<file path="src/rtl/sincronizador_filtrado_if.sv">
// Receiver-side bundle for the multi-channel synchroniser: enable, raw lines in,
// filtered level and edge pulses out.
interface sincronizador_filtrado_if #(
  parameter int unsigned WIDTH = 8
) ();
  logic             enb;
  logic [WIDTH-1:0] dataAsync;
  logic [WIDTH-1:0] dataSync;
  logic [WIDTH-1:0] risePulse;
  logic [WIDTH-1:0] fallPulse;
  logic             anyChange;

  modport master (
    output enb,
    output dataAsync,
    input  dataSync,
    input  risePulse,
    input  fallPulse,
    input  anyChange
  );

  modport slave (
    input  enb,
    input  dataAsync,
    output dataSync,
    output risePulse,
    output fallPulse,
    output anyChange
  );
endinterface

</file>
<file path="src/rtl/sincronizador_filtrado.sv">
// Multi-channel flop-chain synchroniser followed by a per-channel consecutive-sample
// glitch filter, with registered rise/fall pulses aligned to the filtered level.
module sincronizador_filtrado #(
  parameter int unsigned WIDTH   = 8,
  parameter int unsigned STAGES  = 2,
  parameter int unsigned FILTER  = 3,
  parameter bit          RST_VAL = 1'b0
) (
  input logic                    clkRx,
  input logic                    rst,
  sincronizador_filtrado_if.slave bus
);

  localparam int unsigned CW = (FILTER > 1) ? $clog2(FILTER) : 1;
  localparam logic [CW-1:0] CntMax = CW'(FILTER - 1);

  if (STAGES < 2) begin : g_bad_stages
    $error("sincronizador_filtrado: STAGES must be at least 2");
  end
  if (FILTER < 1) begin : g_bad_filter
    $error("sincronizador_filtrado: FILTER must be at least 1");
  end

  logic [WIDTH-1:0] chain [STAGES];
  logic [CW-1:0]    cnt   [WIDTH];
  logic [WIDTH-1:0] syncRaw;
  logic [WIDTH-1:0] upd;
  logic [WIDTH-1:0] dataSync;
  logic [WIDTH-1:0] risePulse;
  logic [WIDTH-1:0] fallPulse;
  logic             anyChange;

  assign syncRaw = chain[STAGES-1];

  // A channel flips when it has disagreed for FILTER consecutive enabled samples.
  always_comb begin
    upd = '0;
    for (int i = 0; i < WIDTH; i++) begin
      upd[i] = (syncRaw[i] != dataSync[i]) && (cnt[i] == CntMax);
    end
  end

  always_ff @(posedge clkRx or posedge rst) begin
    if (rst) begin
      for (int k = 0; k < STAGES; k++) begin
        chain[k] <= {WIDTH{RST_VAL}};
      end
      for (int i = 0; i < WIDTH; i++) begin
        cnt[i] <= '0;
      end
      dataSync  <= {WIDTH{RST_VAL}};
      risePulse <= '0;
      fallPulse <= '0;
      anyChange <= 1'b0;
    end else if (bus.enb) begin
      chain[0] <= bus.dataAsync;
      for (int k = 1; k < STAGES; k++) begin
        chain[k] <= chain[k-1];
      end
      for (int i = 0; i < WIDTH; i++) begin
        if ((syncRaw[i] == dataSync[i]) || upd[i]) begin
          cnt[i] <= '0;
        end else begin
          cnt[i] <= cnt[i] + CW'(1);
        end
      end
      dataSync  <= dataSync ^ upd;
      risePulse <= upd & syncRaw;
      fallPulse <= upd & ~syncRaw;
      anyChange <= |upd;
    end else begin
      // Disabled: hold chain, counts and level; pulses drop.
      risePulse <= '0;
      fallPulse <= '0;
      anyChange <= 1'b0;
    end
  end

  assign bus.dataSync  = dataSync;
  assign bus.risePulse = risePulse;
  assign bus.fallPulse = fallPulse;
  assign bus.anyChange = anyChange;

endmodule

</file>
<file path="src/flat_wrapper.sv">
// flat-port wrapper written by rule: the top's interface ports become plain ports
module sincronizador_filtrado_flat 
#(
  parameter int unsigned WIDTH   = 8,
  parameter int unsigned STAGES  = 2,
  parameter int unsigned FILTER  = 3,
  parameter bit          RST_VAL = 1'b0
)
  (clkRx, rst, bus_enb, bus_dataAsync, bus_dataSync, bus_risePulse, bus_fallPulse, bus_anyChange);
  sincronizador_filtrado_if #(.WIDTH(WIDTH)) bus_i ();
  input logic clkRx;
  input logic rst;
  input wire logic [$bits(bus_i.enb)-1:0] bus_enb;
  input wire logic [$bits(bus_i.dataAsync)-1:0] bus_dataAsync;
  output wire logic [$bits(bus_i.dataSync)-1:0] bus_dataSync;
  output wire logic [$bits(bus_i.risePulse)-1:0] bus_risePulse;
  output wire logic [$bits(bus_i.fallPulse)-1:0] bus_fallPulse;
  output wire logic [$bits(bus_i.anyChange)-1:0] bus_anyChange;
  assign bus_i.enb = bus_enb;
  assign bus_i.dataAsync = bus_dataAsync;
  assign bus_dataSync = bus_i.dataSync;
  assign bus_risePulse = bus_i.risePulse;
  assign bus_fallPulse = bus_i.fallPulse;
  assign bus_anyChange = bus_i.anyChange;
  sincronizador_filtrado #(.WIDTH(WIDTH), .STAGES(STAGES), .FILTER(FILTER), .RST_VAL(RST_VAL)) u_core (.clkRx(clkRx), .rst(rst), .bus(bus_i));
endmodule
</file>
<file path="config.mk">
export PLATFORM = sky130hd
export DESIGN_NAME = sincronizador_filtrado_flat
export DESIGN_NICKNAME = d
export VERILOG_FILES = /design/src/rtl/sincronizador_filtrado_if.sv /design/src/rtl/sincronizador_filtrado.sv /design/src/flat_wrapper.sv
export SDC_FILE = /design/constraint.sdc
export NUM_CORES = 1
export LEC_CHECK = 0
export CORE_MARGIN = 5
export CORE_UTILIZATION = 50
export CTS_CLUSTER_SIZE = 16
export DETAILED_ROUTE_END_ITERATION = 6
export PLACE_DENSITY = 0.71
export RECOVER_POWER = 50
export SYNTH_ARGS = -nofsm -noshare
export SYNTH_HDL_FRONTEND = slang
export SYNTH_SLANG_ARGS = --single-unit
</file>
<file path="constraint.sdc">
create_clock -name clkRx -period 3 [get_ports clkRx]
set_input_delay 0.6 -clock clkRx [delete_from_list [all_inputs] [get_ports clkRx]]
set_output_delay 0.6 -clock clkRx [all_outputs]
set_load 0.03 [all_outputs]
</file>
==> results of run 1 <==
cell usage after synthesis:
cell type	count	area [sq um]
xor2_1	8	70.07
nor3b_1	16	120.1
ha_1	8	100.1
dfrtp_1	57	1426
buf_2	3	15.01
o21ai_0	8	40.04
inv_2	1	3.750
nand2b_1	8	50.05
a41oi_1	1	8.760
o31ai_1	8	60.06
a22oi_1	4	30.03
inv_1	9	33.78
buf_8	1	15.01
buf_4	1	7.510
nand2_1	32	120.1
mux2_2	24	270.3
buf_6	1	11.26
routing by layer:
layer,vias to the layer above,part of all wire,GRT usage
met5,-,0,0
met4,0,0.029,0.08763
met3,10,0.039,0.04082
met2,33,0.48,0.2483
met1,725,0.45,0.1787
li1,733,-,-
power breakdown:
group	internal, mW	switching, mW	total [mW]
Clock	0.451	0.283	0.734
Combinational	0.414	0.473	0.887
Sequential	0.976	0.163	1.14
how the worst min path moves through the flow:
| stage | start | endpoint | depth (start not counted) |
|---|---|---|---|
| final | u_core.cnt[12]$_DFFE_PP0P_ | u_core.cnt[12]$_DFFE_PP0P_ | 2 |
| after global routing | u_core.cnt[2]$_DFFE_PP0P_ | u_core.cnt[2]$_DFFE_PP0P_ | 2 |
| after CTS | u_core.cnt[14]$_DFFE_PP0P_ | u_core.cnt[14]$_DFFE_PP0P_ | 2 |
| after detailed placement | u_core.cnt[14]$_DFFE_PP0P_ | u_core.cnt[14]$_DFFE_PP0P_ | 2 |
| after global placement | u_core.cnt[14]$_DFFE_PP0P_ | u_core.cnt[14]$_DFFE_PP0P_ | 2 |
| after floorplan | u_core.cnt[0]$_DFFE_PP0P_ | u_core.cnt[0]$_DFFE_PP0P_ | 2 |
final cells by class:
class,count,area [sq um]
clock inverters,2,35.03
inverters,10,37.54
flip-flops and latches,57,1426
repair buffers,37,365.4
well taps,54,67.56
multi-input cells,117,869.6
clock buffers,14,172.7
fillers,353,1687
kinds of logic after synthesis:
kind of cell             after synthesis  share of synthesized area
AO/OA/AOI/OAI                         21                    0.05830
XOR/XNOR                               8                    0.02941
buffers and inverters                 16                    0.03623
AND/OR/NAND/NOR                       56                     0.1219
multiplexers                          24                     0.1134
adder cells (fa/ha/maj)                8                    0.04202
flip-flops                            57                     0.5987
==> run summary, run 1 <==
CTS
----------------------------------------------------------------------------------
Clk root buf                                                              clkbuf_8
H-tree level count                                                               3
Number of clock sinks                                                           57
TritonCTS clock tree                                                         built
Clk slew on worst S/H paths                                                  60 ps
Number of buffers inserted by post-CTS setup repair                              0
# hold bufs at CTS                                                               0
Clock Path Buffers                                                               2
Clock latency on the worst-skew pair                                        330 ps
Resized Gates After CTS                                                          0
Clock buffer count from CTS                                                      9

GRT
----------------------------------------------------------------------------------
Total GRT Usage                                                             0.1514
Wire length of the first global-routing pass                              7.245 mm
Largest net degree at the start of global routing                               39
Vias in the first global route                                                1644
Global route overflow                                                            0
Number of antenna violations at the first check in global routing                0

TIMING
----------------------------------------------------------------------------------
Final TNS setup                                                               0 ps
Max Slew Vio Count                                                               0
Setup violations, final                                                          0
Worst slew pin tran                                                       727.2 ps
Final period util                                                           0.6833
Maximum clock frequency                                                  487.8 MHz
Slew Limit Headroom                                                         0.5147
Worst hold margin                                                         484.9 ps
Final clock skew                                                          4.486 ps
RSZ-0062 raised after global routing                                            no
Worst-case setup margin in the final layout                               950.0 ps
Minimum clock period after layout                                          2050 ps
Number of hold violations in the final report                                    0

CRITICAL PATH
----------------------------------------------------------------------------------
Crit path buffers/inverters                                                      1
Register-to-register setup slack                                           1770 ps
Critical path endpoint category                                        output port
Launch point of the worst reg-to-reg path                             u_core.cnt[0]$_DFFE_PP0P_
Peak fanout along the critical path                                              5
Critical Path AT                                                           1450 ps
Kind of cell adding the most delay to the critical path               buffers and inverters
Cell with the largest stage delay on the worst path                   clkdlybuf4s50_1
Required arrival time at the worst endpoint                                2400 ps
Crit-path cells                                                       clkdlybuf4s50_1
CP Class                                                                   reg2out
Critical Path Source Type                                                flip-flop
Worst path depth                                                                 1
Register-to-Register Path Depth                                                  4
Longest individual stage delay on the worst path                            700 ps
Worst setup path endpoint                                             bus_dataSync[7]

ROUTE
----------------------------------------------------------------------------------
Overall via count from detail_route                                           1501
Routed wirelength normalized by instance count                            13.84 um
Number of detailed-routing iterations run before antenna repair                  4
Remaining antenna violation count                                                0
Drt total wl                                                              4.027 mm
Initial DRC Count                                                              109
Detail-routed via count per cell                                             5.158
Drc violations                                                                   0

SYNTH
----------------------------------------------------------------------------------
Sequential share of the synthesized area                                    0.5987
Number of storage elements in the synthesis netlist                             57
Total nets after synthesis                                                     209
Synth warn                                                                       0
Post-synth design cell area                                             2382 sq um
Post-Synthesis Cells                                                           190
Post-synthesis average cell area                                       12.54 sq um
Number of library cell types mapped by synthesis                                17

CELLS AND AREA
----------------------------------------------------------------------------------
Layout overhead on the synthesized area                                     24.84%
Most common cell after layout, fill and taps aside                         dfrtp_1
Commonest non-fill, non-tap cells in the layout                       dfrtp_1, clkdlybuf4s50_1, nand2_1, mux2_2, nor3b_1
Share of final-layout standard cells stronger than drive strength 1         0.1730
Fin util                                                                    0.6381
Total Nets Final                                                               251
Diodes inserted                                                                  0
Final standard cell count with taps included and fillers excluded              291
Post-route cell area                                                    2974 sq um

PWR
----------------------------------------------------------------------------------
Worst vdd rail ir drop                                                    484.4 uV
Overall power of the completed layout                                     2.760 mW
Cell area power density                                               928.1 nW/um^2
Leak                                                                      1.325 nW

PLACEMENT
----------------------------------------------------------------------------------
Placed Instances                                                               275
HPWL reported at the end of detailed placement                            2.776 mm
Port-buffer cells                                                               35
Post-Place Worst Slack                                                    885.7 ps
Final Wtd Congestion                                                        0.7801
Standard cell area after detailed placement                             2766 sq um

DIE
----------------------------------------------------------------------------------
Initial Utilization                                                         0.5111
Vertical extent of the die                                                79.03 um
Standard-cell rows                                                              25
Number of top-level pins                                                        36
Die area                                                                6245 sq um
Die X                                                                     79.03 um
Core area                                                               4661 sq um

MIN PATH
----------------------------------------------------------------------------------
Class of the tightest hold or removal check                                reg2reg

RUN
----------------------------------------------------------------------------------
MaxCap Viol Count                                                                0

OUTCOME
----------------------------------------------------------------------------------
Result of the run                                                     complete, no violations

(Power assumes the default switching activity.)
==> run 2, diff against run 1 <==
==> constraint.sdc (replaced) <==
create_clock -name clkRx -period 2.15 [get_ports clkRx]
set_input_delay 0.43 -clock clkRx [delete_from_list [all_inputs] [get_ports clkRx]]
set_output_delay 0.43 -clock clkRx [all_outputs]
set_load 0.03 [all_outputs]
==> run summary, run 2 (synthesis gave the netlist of run 1 again) <==
PLACEMENT
----------------------------------------------------------------------------------
Port-buffer cells                                                               35   unchanged
Post-Place Worst Slack                                                    384.2 ps   -501.5 ps
Final Wtd Congestion                                                        0.7603   -2.5%
HPWL reported at the end of detailed placement                            2.922 mm   +5.2%

CTS
----------------------------------------------------------------------------------
Number of clock sinks                                                           57   unchanged
Clock latency on the worst-skew pair                                        320 ps   about the same
TritonCTS clock tree                                                         built
Clk root buf                                                              clkbuf_8
H-tree level count                                                               3   unchanged
Resized Gates After CTS                                                          0   unchanged
Clock Path Buffers                                                               2   unchanged
Number of buffers inserted by post-CTS setup repair                              0   unchanged
Clk slew on worst S/H paths                                                  60 ps   about the same
# hold bufs at CTS                                                               0   unchanged
Clock buffer count from CTS                                                      9   unchanged

RUN
----------------------------------------------------------------------------------
MaxCap Viol Count                                                                0   unchanged

DIE
----------------------------------------------------------------------------------
Vertical extent of the die                                                79.03 um   unchanged
Initial Utilization                                                         0.5111   unchanged
Die area                                                                6245 sq um   unchanged
Core area                                                               4661 sq um   unchanged
Number of top-level pins                                                        36   unchanged
Standard-cell rows                                                              25   unchanged
Die X                                                                     79.03 um   unchanged

PWR
----------------------------------------------------------------------------------
Combinational share of power                                                 0.339   +0.018
Net Switching                                                             1.298 mW   +41%
Leak                                                                      1.312 nW   -1.0%
Clock power share                                                            0.233   -0.033
Sequential share of power                                                    0.428   +0.015
Cell area power density                                               1261 nW/um^2   +36%
Worst vdd rail ir drop                                                    617.9 uV   +28%
Switching part of the total                                                 0.3489   +0.01595
Internal Dissipation                                                      2.421 mW   +32%

TIMING
----------------------------------------------------------------------------------
Worst-case setup margin in the final layout                               276.8 ps   -673.3 ps
Final clock skew                                                          4.139 ps   -0.3470 ps
Final TNS setup                                                               0 ps   unchanged
Worst slew pin tran                                                        1351 ps   +623.7 ps
Max Slew Vio Count                                                               0   unchanged
Slew Limit Headroom                                                        0.09943   -0.4153
Number of hold violations in the final report                                    0   unchanged
Maximum clock frequency                                                  533.8 MHz
Final period util                                                           0.8713
RSZ-0062 raised after global routing                                            no
Minimum clock period after layout                                          1873 ps
Setup violations, final                                                          0   unchanged

CRITICAL PATH
----------------------------------------------------------------------------------
Cell with the largest stage delay on the worst path                   clkdlybuf4s50_1
Critical Path AT                                                           1440 ps   about the same
Crit path buffers/inverters                                                      1   unchanged
Launch point of the worst reg-to-reg path                             u_core.cnt[14]$_DFFE_PP0P_
Required arrival time at the worst endpoint                                1720 ps   -680 ps
CP Class                                                                   reg2out
Critical Path Source Type                                                flip-flop
Crit-path cells                                                       clkdlybuf4s50_1
Longest individual stage delay on the worst path                            700 ps   about the same
Kind of cell adding the most delay to the critical path               buffers and inverters
Critical path endpoint category                                        output port
Peak fanout along the critical path                                              5   unchanged

GRT
----------------------------------------------------------------------------------
Largest net degree at the start of global routing                               58   +49%
Global route overflow                                                            0   unchanged
Wire length of the first global-routing pass                              7.389 mm   +2.0%
Number of antenna violations at the first check in global routing                0   unchanged
Total GRT Usage                                                             0.1549   +0.003457
Vias in the first global route                                                1640   -0.24%

CELLS AND AREA
----------------------------------------------------------------------------------
Fin util                                                                    0.6330   -0.005101
Diodes inserted                                                                  0   unchanged
Layout overhead on the synthesized area                                     23.84%
Share of final-layout standard cells stronger than drive strength 1         0.1730   unchanged
Total Nets Final                                                               251   unchanged
Most common cell after layout, fill and taps aside                         dfrtp_1
Commonest non-fill, non-tap cells in the layout                       dfrtp_1, clkdlybuf4s50_1, nand2_1, mux2_2, nor3b_1

ROUTE
----------------------------------------------------------------------------------
Number of detailed-routing iterations run before antenna repair                  4   unchanged
Drc violations                                                                   0   unchanged
Detail-routed via count per cell                                             5.192   +0.67%
Initial DRC Count                                                               83   -24%
Drt total wl                                                              4.167 mm   +3.5%
Remaining antenna violation count                                                0   unchanged
Overall via count from detail_route                                           1511   +0.67%
Routed wirelength normalized by instance count                            14.32 um   +3.5%

OUTCOME
----------------------------------------------------------------------------------
Result of the run                                                     complete, no violations

MIN PATH
----------------------------------------------------------------------------------
Class of the tightest hold or removal check                                reg2reg
Hold_sp                                                               u_core.cnt[0]$_DFFE_PP0P_

==> run 2: power groups by stage <==
stage,clock (mW),combinational (mW),sequential [mW]
floorplan,0,0.693,1.75
global placement,0,1.21,1.58
detailed placement,0,1.28,1.61
CTS,0.888,1.29,1.59
global route,0.944,1.40,1.64
finish,0.866,1.26,1.59
==> run 2: layout make-up <==
class	instances	area, sq um
fillers	360	1710
flip-flops and latches	57	1426
multi-input cells	117	869.6
repair buffers	37	375.4
clock buffers	13	158.9
well taps	54	67.56
inverters	10	37.54
clock inverters	3	15.01
==> run 2: worst paths after layout <==
kind,endpoint,cells past startpoint,slack (ps)
setup / recovery,bus_dataSync[3],1,280
hold / removal,u_core.cnt[0]$_DFFE_PP0P_,2,490
setup reg to reg,flip-flop,4,910
hold reg to reg,u_core.cnt[0]$_DFFE_PP0P_,2,490
max in group asynchronous,u_core.bus.fallPulse[3]$_DFF_PP0_,3,460
min in group asynchronous,u_core.bus.risePulse[7]$_DFF_PP0_,3,860
==> run 2: stage by stage <==
stage / power (mW) / instance area, sq um / instances / hold slack, ps
final: 3.719 / 2950 / 291 / 485.1
after global routing: 3.986 / 2950 / 291 / 514.8
after CTS: 3.771 / 2965 / 291 / 489.5
after detailed placement: 2.892 / 2791 / 275 / 474.8
after global placement: 2.790 / 2791 / 275 / 468.6
after floorplan: 2.446 / 2382 / 190 / 453.0
==> run 2: metal layers <==
layer	global-route usage	up-vias	part of all wire
met5	0	-	0
met3	0.05329	8	0.040
met2	0.2492	36	0.52
li1	-	736	-
met1	0.1848	731	0.42
met4	0.07732	0	0.022
